## config.mk

```make
export PLATFORM = sky130hd
export DESIGN_NAME = pc_fetch_unit
export DESIGN_NICKNAME = d
export VERILOG_FILES = /design/src/rtl/pc_fetch_unit.sv
export SDC_FILE = /design/constraint.sdc
export NUM_CORES = 1
export LEC_CHECK = 0
export BUFFER_PORTS_ARGS = -buffer_cell sky130_fd_sc_hd__buf_2
export CAP_MARGIN = 10
export CORE_ASPECT_RATIO = 1.75
export CORE_MARGIN = 2
export CORE_UTILIZATION = 40
export CTS_BUF_LIST = sky130_fd_sc_hd__clkbuf_4 sky130_fd_sc_hd__clkbuf_8
export DETAILED_ROUTE_END_ITERATION = 8
export GPL_TIMING_DRIVEN = 0
export PLACE_DENSITY = 0.68
export SKIP_LAST_GASP = 1
export SLEW_MARGIN = 20
export SYNTH_ARGS = -nofsm -noshare
export SYNTH_HDL_FRONTEND = slang
export SYNTH_SLANG_ARGS = --single-unit
```

## constraint.sdc

```tcl
create_clock -name clk -period 5.37 [get_ports clk]
set_input_delay 0.537 -clock clk [delete_from_list [all_inputs] [get_ports clk]]
set_output_delay 0.537 -clock clk [all_outputs]
set_load 0.05 [all_outputs]
```

## src/rtl/pc_fetch_unit.sv

```systemverilog
// ---------------------------------------------------------------------------
// pc_fetch_unit
//
// Purpose:
//   Instruction fetch front end.  Issues one word-aligned request at a time
//   to instruction memory, buffers the returned word together with its PC,
//   and presents it to the fetch-to-EX register.  Handles taken-branch
//   redirects from EX (including dropping a response that belongs to the
//   old path) and back-pressure from the hazard unit.
//
// Handshake rules (memory side):
//   A request transfers on a rising edge where imem_req_valid and
//   imem_req_ready are both high.  Once imem_req_valid is raised it is
//   held, with imem_req_addr stable, until accepted, unless a redirect
//   arrives.  Each accepted request returns exactly one imem_rsp_valid
//   pulse, in order; at most one request is outstanding at any time.
//
// Ports:
//   clk, rst            clock, synchronous active-high reset
//   redirect_valid/pc   branch/jump taken in EX and its target
//   stall_in            EX cannot accept a new instruction this cycle
//   imem_req_*          request channel to instruction memory
//   imem_rsp_*          response channel from instruction memory
//   inst_fetch          instruction to the fetch-to-EX register
//   pc_out_fetch        PC of inst_fetch
//   flush_id_ex         load a NOP into the fetch-to-EX register
//   stall_id_ex         hold the fetch-to-EX register
//   o_dbg_state         current FSM state (0 = S_REQ, 1 = S_WAIT)
// ---------------------------------------------------------------------------
module pc_fetch_unit #(
    parameter logic [31:0] RESET_PC = 32'h0000_0000
) (
    input  logic        clk,
    input  logic        rst,
    input  logic        redirect_valid,
    input  logic [31:0] redirect_pc,
    input  logic        stall_in,
    output logic        imem_req_valid,
    output logic [31:0] imem_req_addr,
    input  logic        imem_req_ready,
    input  logic        imem_rsp_valid,
    input  logic [31:0] imem_rsp_data,
    output logic [31:0] inst_fetch,
    output logic [31:0] pc_out_fetch,
    output logic        flush_id_ex,
    output logic        stall_id_ex,
    output logic        o_dbg_state
);

    localparam logic [31:0] NOP = 32'h0000_0033;

    typedef enum logic {
        S_REQ  = 1'b0,
        S_WAIT = 1'b1
    } state_t;

    state_t      r_state;
    state_t      w_state_nxt;
    logic [31:0] r_pc;
    logic [31:0] r_inflight_pc;
    logic [31:0] r_inst_buf;
    logic [31:0] r_pc_buf;
    logic        r_buf_valid;
    logic        r_discard;

    logic        w_consume;
    logic        w_req_valid;
    logic        w_req_fire;
    logic [31:0] w_redirect_aligned;

    // The buffered word leaves this cycle when EX takes it and no redirect
    // kills it.
    assign w_consume          = r_buf_valid & ~stall_in & ~redirect_valid;
    assign w_redirect_aligned = {redirect_pc[31:2], 2'b00};

    // A new request is only issued when the buffer will have room for the
    // response: it is empty now or is being emptied this cycle.
    assign w_req_valid = (r_state == S_REQ) & ~redirect_valid &
                         (~r_buf_valid | w_consume);
    assign w_req_fire  = w_req_valid & imem_req_ready;

    // ---------------- next-state logic ----------------
    always_comb begin
        w_state_nxt = r_state;
        case (r_state)
            S_REQ: begin
                if (w_req_fire) begin
                    w_state_nxt = S_WAIT;
                end
            end
            S_WAIT: begin
                // A redirect without a response keeps waiting for the stale
                // response so it can be dropped.
                if (imem_rsp_valid) begin
                    w_state_nxt = S_REQ;
                end
            end
            default: w_state_nxt = S_REQ;
        endcase
    end

    // ---------------- state and datapath registers ----------------
    always_ff @(posedge clk) begin
        if (rst) begin
            r_state       <= S_REQ;
            r_pc          <= RESET_PC;
            r_inflight_pc <= 32'h0;
            r_inst_buf    <= 32'h0;
            r_pc_buf      <= 32'h0;
            r_buf_valid   <= 1'b0;
            r_discard     <= 1'b0;
        end else begin
            r_state <= w_state_nxt;

            if (redirect_valid) begin
                r_pc        <= w_redirect_aligned;
                r_buf_valid <= 1'b0;
                if (r_state == S_WAIT) begin
                    // Same-cycle response is the stale one: drop it now.
                    // Otherwise remember to drop it when it arrives.
                    r_discard <= ~imem_rsp_valid;
                end
            end else begin
                if (w_consume) begin
                    r_buf_valid <= 1'b0;
                end

                if (w_req_fire) begin
                    r_inflight_pc <= r_pc;
                    r_pc          <= r_pc + 32'd4;
                end

                if ((r_state == S_WAIT) && imem_rsp_valid) begin
                    if (r_discard) begin
                        r_discard <= 1'b0;
                    end else begin
                        // Capture wins over a same-cycle consume.
                        r_inst_buf  <= imem_rsp_data;
                        r_pc_buf    <= r_inflight_pc;
                        r_buf_valid <= 1'b1;
                    end
                end
            end
        end
    end

    // ---------------- outputs ----------------
    // While rst is high the registers may still hold pre-reset contents,
    // so the outputs are forced to their idle values.
    always_comb begin
        imem_req_valid = 1'b0;
        imem_req_addr  = r_pc;
        inst_fetch     = NOP;
        pc_out_fetch   = 32'h0;
        flush_id_ex    = 1'b1;
        stall_id_ex    = 1'b0;
        if (!rst) begin
            imem_req_valid = w_req_valid;
            if (r_buf_valid) begin
                inst_fetch   = r_inst_buf;
                pc_out_fetch = r_pc_buf;
            end
            if (redirect_valid) begin
                flush_id_ex = 1'b1;
                stall_id_ex = 1'b0;
            end else if (stall_in) begin
                flush_id_ex = 1'b0;
                stall_id_ex = 1'b1;
            end else if (r_buf_valid) begin
                flush_id_ex = 1'b0;
                stall_id_ex = 1'b0;
            end else begin
                flush_id_ex = 1'b1;
                stall_id_ex = 1'b0;
            end
        end
    end

    assign o_dbg_state = r_state;

endmodule

```

==> impl_metrics.json <==
{
  "outcome": "finished, final reports clean",
  "clk_pin_slew_ps": 80,
  "fill_cells": 1491,
  "rsz0062_at_grt": "no",
  "routabilityCongestion": 0.951,
  "antenna_found_initial": 0,
  "setup_viol_count_final": 0,
  "path_cells": "clkbuf_1 -> clkbuf_1 -> nor2_1 -> and2_1 -> a21oi_1 -> buf_2",
  "fmax_mhz": 351,
  "crit_cells": 6,
  "drv_cap": 0,
  "crit_required_ps": 4830,
  "yosys-top-cells-area": "dfxtp_1 44%, nand2_1 13%, a21oi_1 8.9%",
  "final_max_slew_viol_count": 0,
  "coreArea_um2": 14200,
  "avgSynthCellArea_um2": 7.63,
  "vdd_drop_max_uv": 159,
  "h-tree-depth": 4,
  "grt-ovfl-total": 0,
  "cts_tree": "yes",
  "cts_buffers": 17,
  "antennaDiodeCount": 0,
  "grt_start_max_net_pins": 17,
  "rr_startpoint": "imem_req_addr[10]",
  "tns_ps": 0,
  "wl_per_cell_um": 15.1,
  "route.detailed.drc": 0,
  "nNetsFinal": 1007,
  "finalCriticalPeriod_ps": 2850,
  "grt_pass1_wl_mm": 26.1,
  "postLayoutCoreUtil": 0.506,
  "hold_viol_final": 0,
  "cts_resized": 0,
  "clk_path_buf_depth": 2,
  "rr_worst_depth": 6,
  "vias": 5738,
  "postCtsHoldBufs": 0,
  "startpoint": "redirect_valid",
  "r2r-end": "imem_req_addr[23]",
  "async_reset_ff_frac": 0,
  "wirelength_mm": 17.0,
  "first_pass_iters": 4,
  "drtAntennaViolNets": 0,
  "die_w_um": 94.6,
  "synth_cells": 753,
  "hpwlAfterDp_mm": 12.9,
  "leakage_nw": 2.86,
  "grt_pass1_vias": 5347,
  "synthFlopType": "dfxtp_1",
  "drive_above_1_share": 0.227,
  "vias_per_cell": 5.08,
  "drt_iter0_markers": 245,
  "fin_crit_sh": 0.530,
  "yosysUniqueCellTypes": 49,
  "cp.arrival_ps": 2310,
  "max_stage_delay_ps": 460,
  "min_path_type": "input port to flip-flop",
  "root_buffer": "clkbuf_8",
  "netlist_top_cells_count": "202 x nand2_1, 125 x dfxtp_1, 102 x a21oi_1, 61 x and2_1, 50 x clkbuf_1",
  "io_buffers": 161,
  "fin_skew_ps": 7.91,
  "yosysWarnings": 0,
  "gr-usage-all-layers": 0.219,
  "synthDominantCellAreaShare": 0.436,
  "ios": 170,
  "initial_utilization": 0.404,
  "critPathTopFamily": "buffers and inverters",
  "end_kind": "primary output",
  "crit_type": "input port to primary output",
  "worst_pin_slew_ps": 682,
  "synth_top_area_cell": "dfxtp_1",
  "area_delta_synth_final_pct": 25.4,
  "slew_headroom": 0.541,
  "clock_sinks": 125,
  "rrSetupSlack_ps": 3040,
  "ys_seq_area_frac": 0.436,
  "cts_setup_buffers": 0,
  "ys_ff_latch": 125,
  "worstSetupStartpointType": "input port",
  "path_buf_inv": 3,
  "die_area_um2": 15400,
  "die_y_um": 163,
  "cp_max_fo": 10,
  "num_rows": 58,
  "cp_common_cell": "clkbuf_1",
  "insertion_delay_ps": 430,
  "critPathSlowestCell": "clkbuf_1",
  "powerDensity_nw_per_um2": 288,
  "synth_edf_count": 0,
  "syn_area_um2": 5740,
  "crit_end": "flush_id_ex",
  "yosysMostFrequentCell": "nand2_1"
}
[worst min path at each step]
| stage | startpoint | slack, ps | endpoint | cells past startpoint |
|---|---|---|---|---|
| after floorplan | r_inst_buf[0] | 430 | r_inst_buf[0] | 2 |
| after global placement | r_inst_buf[15] | 440 | r_inst_buf[15] | 2 |
| after detailed placement | r_inst_buf[1] | 440 | r_inst_buf[1] | 2 |
| after CTS | imem_rsp_data[12] | 320 | r_inst_buf[12] | 3 |
| after global routing | imem_rsp_data[22] | 320 | r_inst_buf[22] | 3 |
| final | imem_rsp_data[7] | 330 | r_inst_buf[7] | 3 |
[final cells by class]
| type | instances | area (um2) | area share |
|---|---|---|---|
| multi-input cells | 559 | 2920 | 0.406 |
| flip-flops and latches | 125 | 2500 | 0.348 |
| repair buffers | 161 | 806 | 0.112 |
| plain buffers | 66 | 313 | 0.0434 |
| clock buffers | 18 | 248 | 0.0344 |
| well taps | 180 | 225 | 0.0313 |
| clock inverters | 14 | 161 | 0.0224 |
| inverters | 6 | 22.5 | 0.00313 |
[cells in the final DEF (no fill, tap or decap), types with 11 or more instances in the layout]
master,synthesis,final
clkbuf_8,0,18
nand2_1,202,202
nand3_1,16,16
nand4_1,14,14
buf_2,3,164
o31ai_1,11,11
clkbuf_1,50,50
nor2_1,30,30
a21oi_1,102,102
a311oi_1,12,12
and2_1,61,61
dfxtp_1,125,125
[per-layer routing]
metal,vias to the layer above,part of all wire,GRT usage
met5,-,0,0
met4,0,0.023,0.0863
met3,20,0.061,0.0416
met2,217,0.54,0.409
met1,2568,0.38,0.236
li1,2933,-,-
[power breakdown]
part	internal [mW]	switching, mW	total [mW]
Combinational	0.0730	0.169	0.242
Clock	0.434	0.407	0.841
Sequential	0.955	0.0353	0.990
[state kept, by name, indices dropped and copies added, names as in the netlist]
register       count
r_inflight_pc     30
imem_req_addr     30
r_inst_buf        32
r_buf_valid        1
o_dbg_state        1
r_discard          1
r_pc_buf          30
[through the flow]
step | instances | hold slack (ps) | cell area [um2] | total power [mW] | setup WS, ps
2_1_floorplan | 756 | 431 | 5760 | 1.17 | 2500
3_3_place_gp | 1097 | 437 | 6790 | 1.25 | 2570
3_5_place_dp | 1097 | 441 | 6790 | 1.25 | 2550
4_1_cts | 1129 | 315 | 7200 | 2.09 | 2470
5_1_grt | 1129 | 321 | 7200 | 2.16 | 2360
6_report | 1129 | 334 | 7200 | 2.07 | 2520
[cells by family after synthesis]
family	synth area share
AND/OR/NAND/NOR	0.328
AO/OA/AOI/OAI	0.164
flip-flops	0.436
buffers and inverters	0.0584
XOR/XNOR	0.00915
adder cells (fa/ha/maj)	0.00218
other	0.000653
multiplexers	0.00174
[worst reg2reg max path: cells and delay by family (launching register included)]
kind / cells / cell delay (ps)
simple gates: 3 / 1220
buf+inv: 2 / 430
flops: 1 / 330
compound gates: 1 / 270
(Power assumes the default switching activity.)
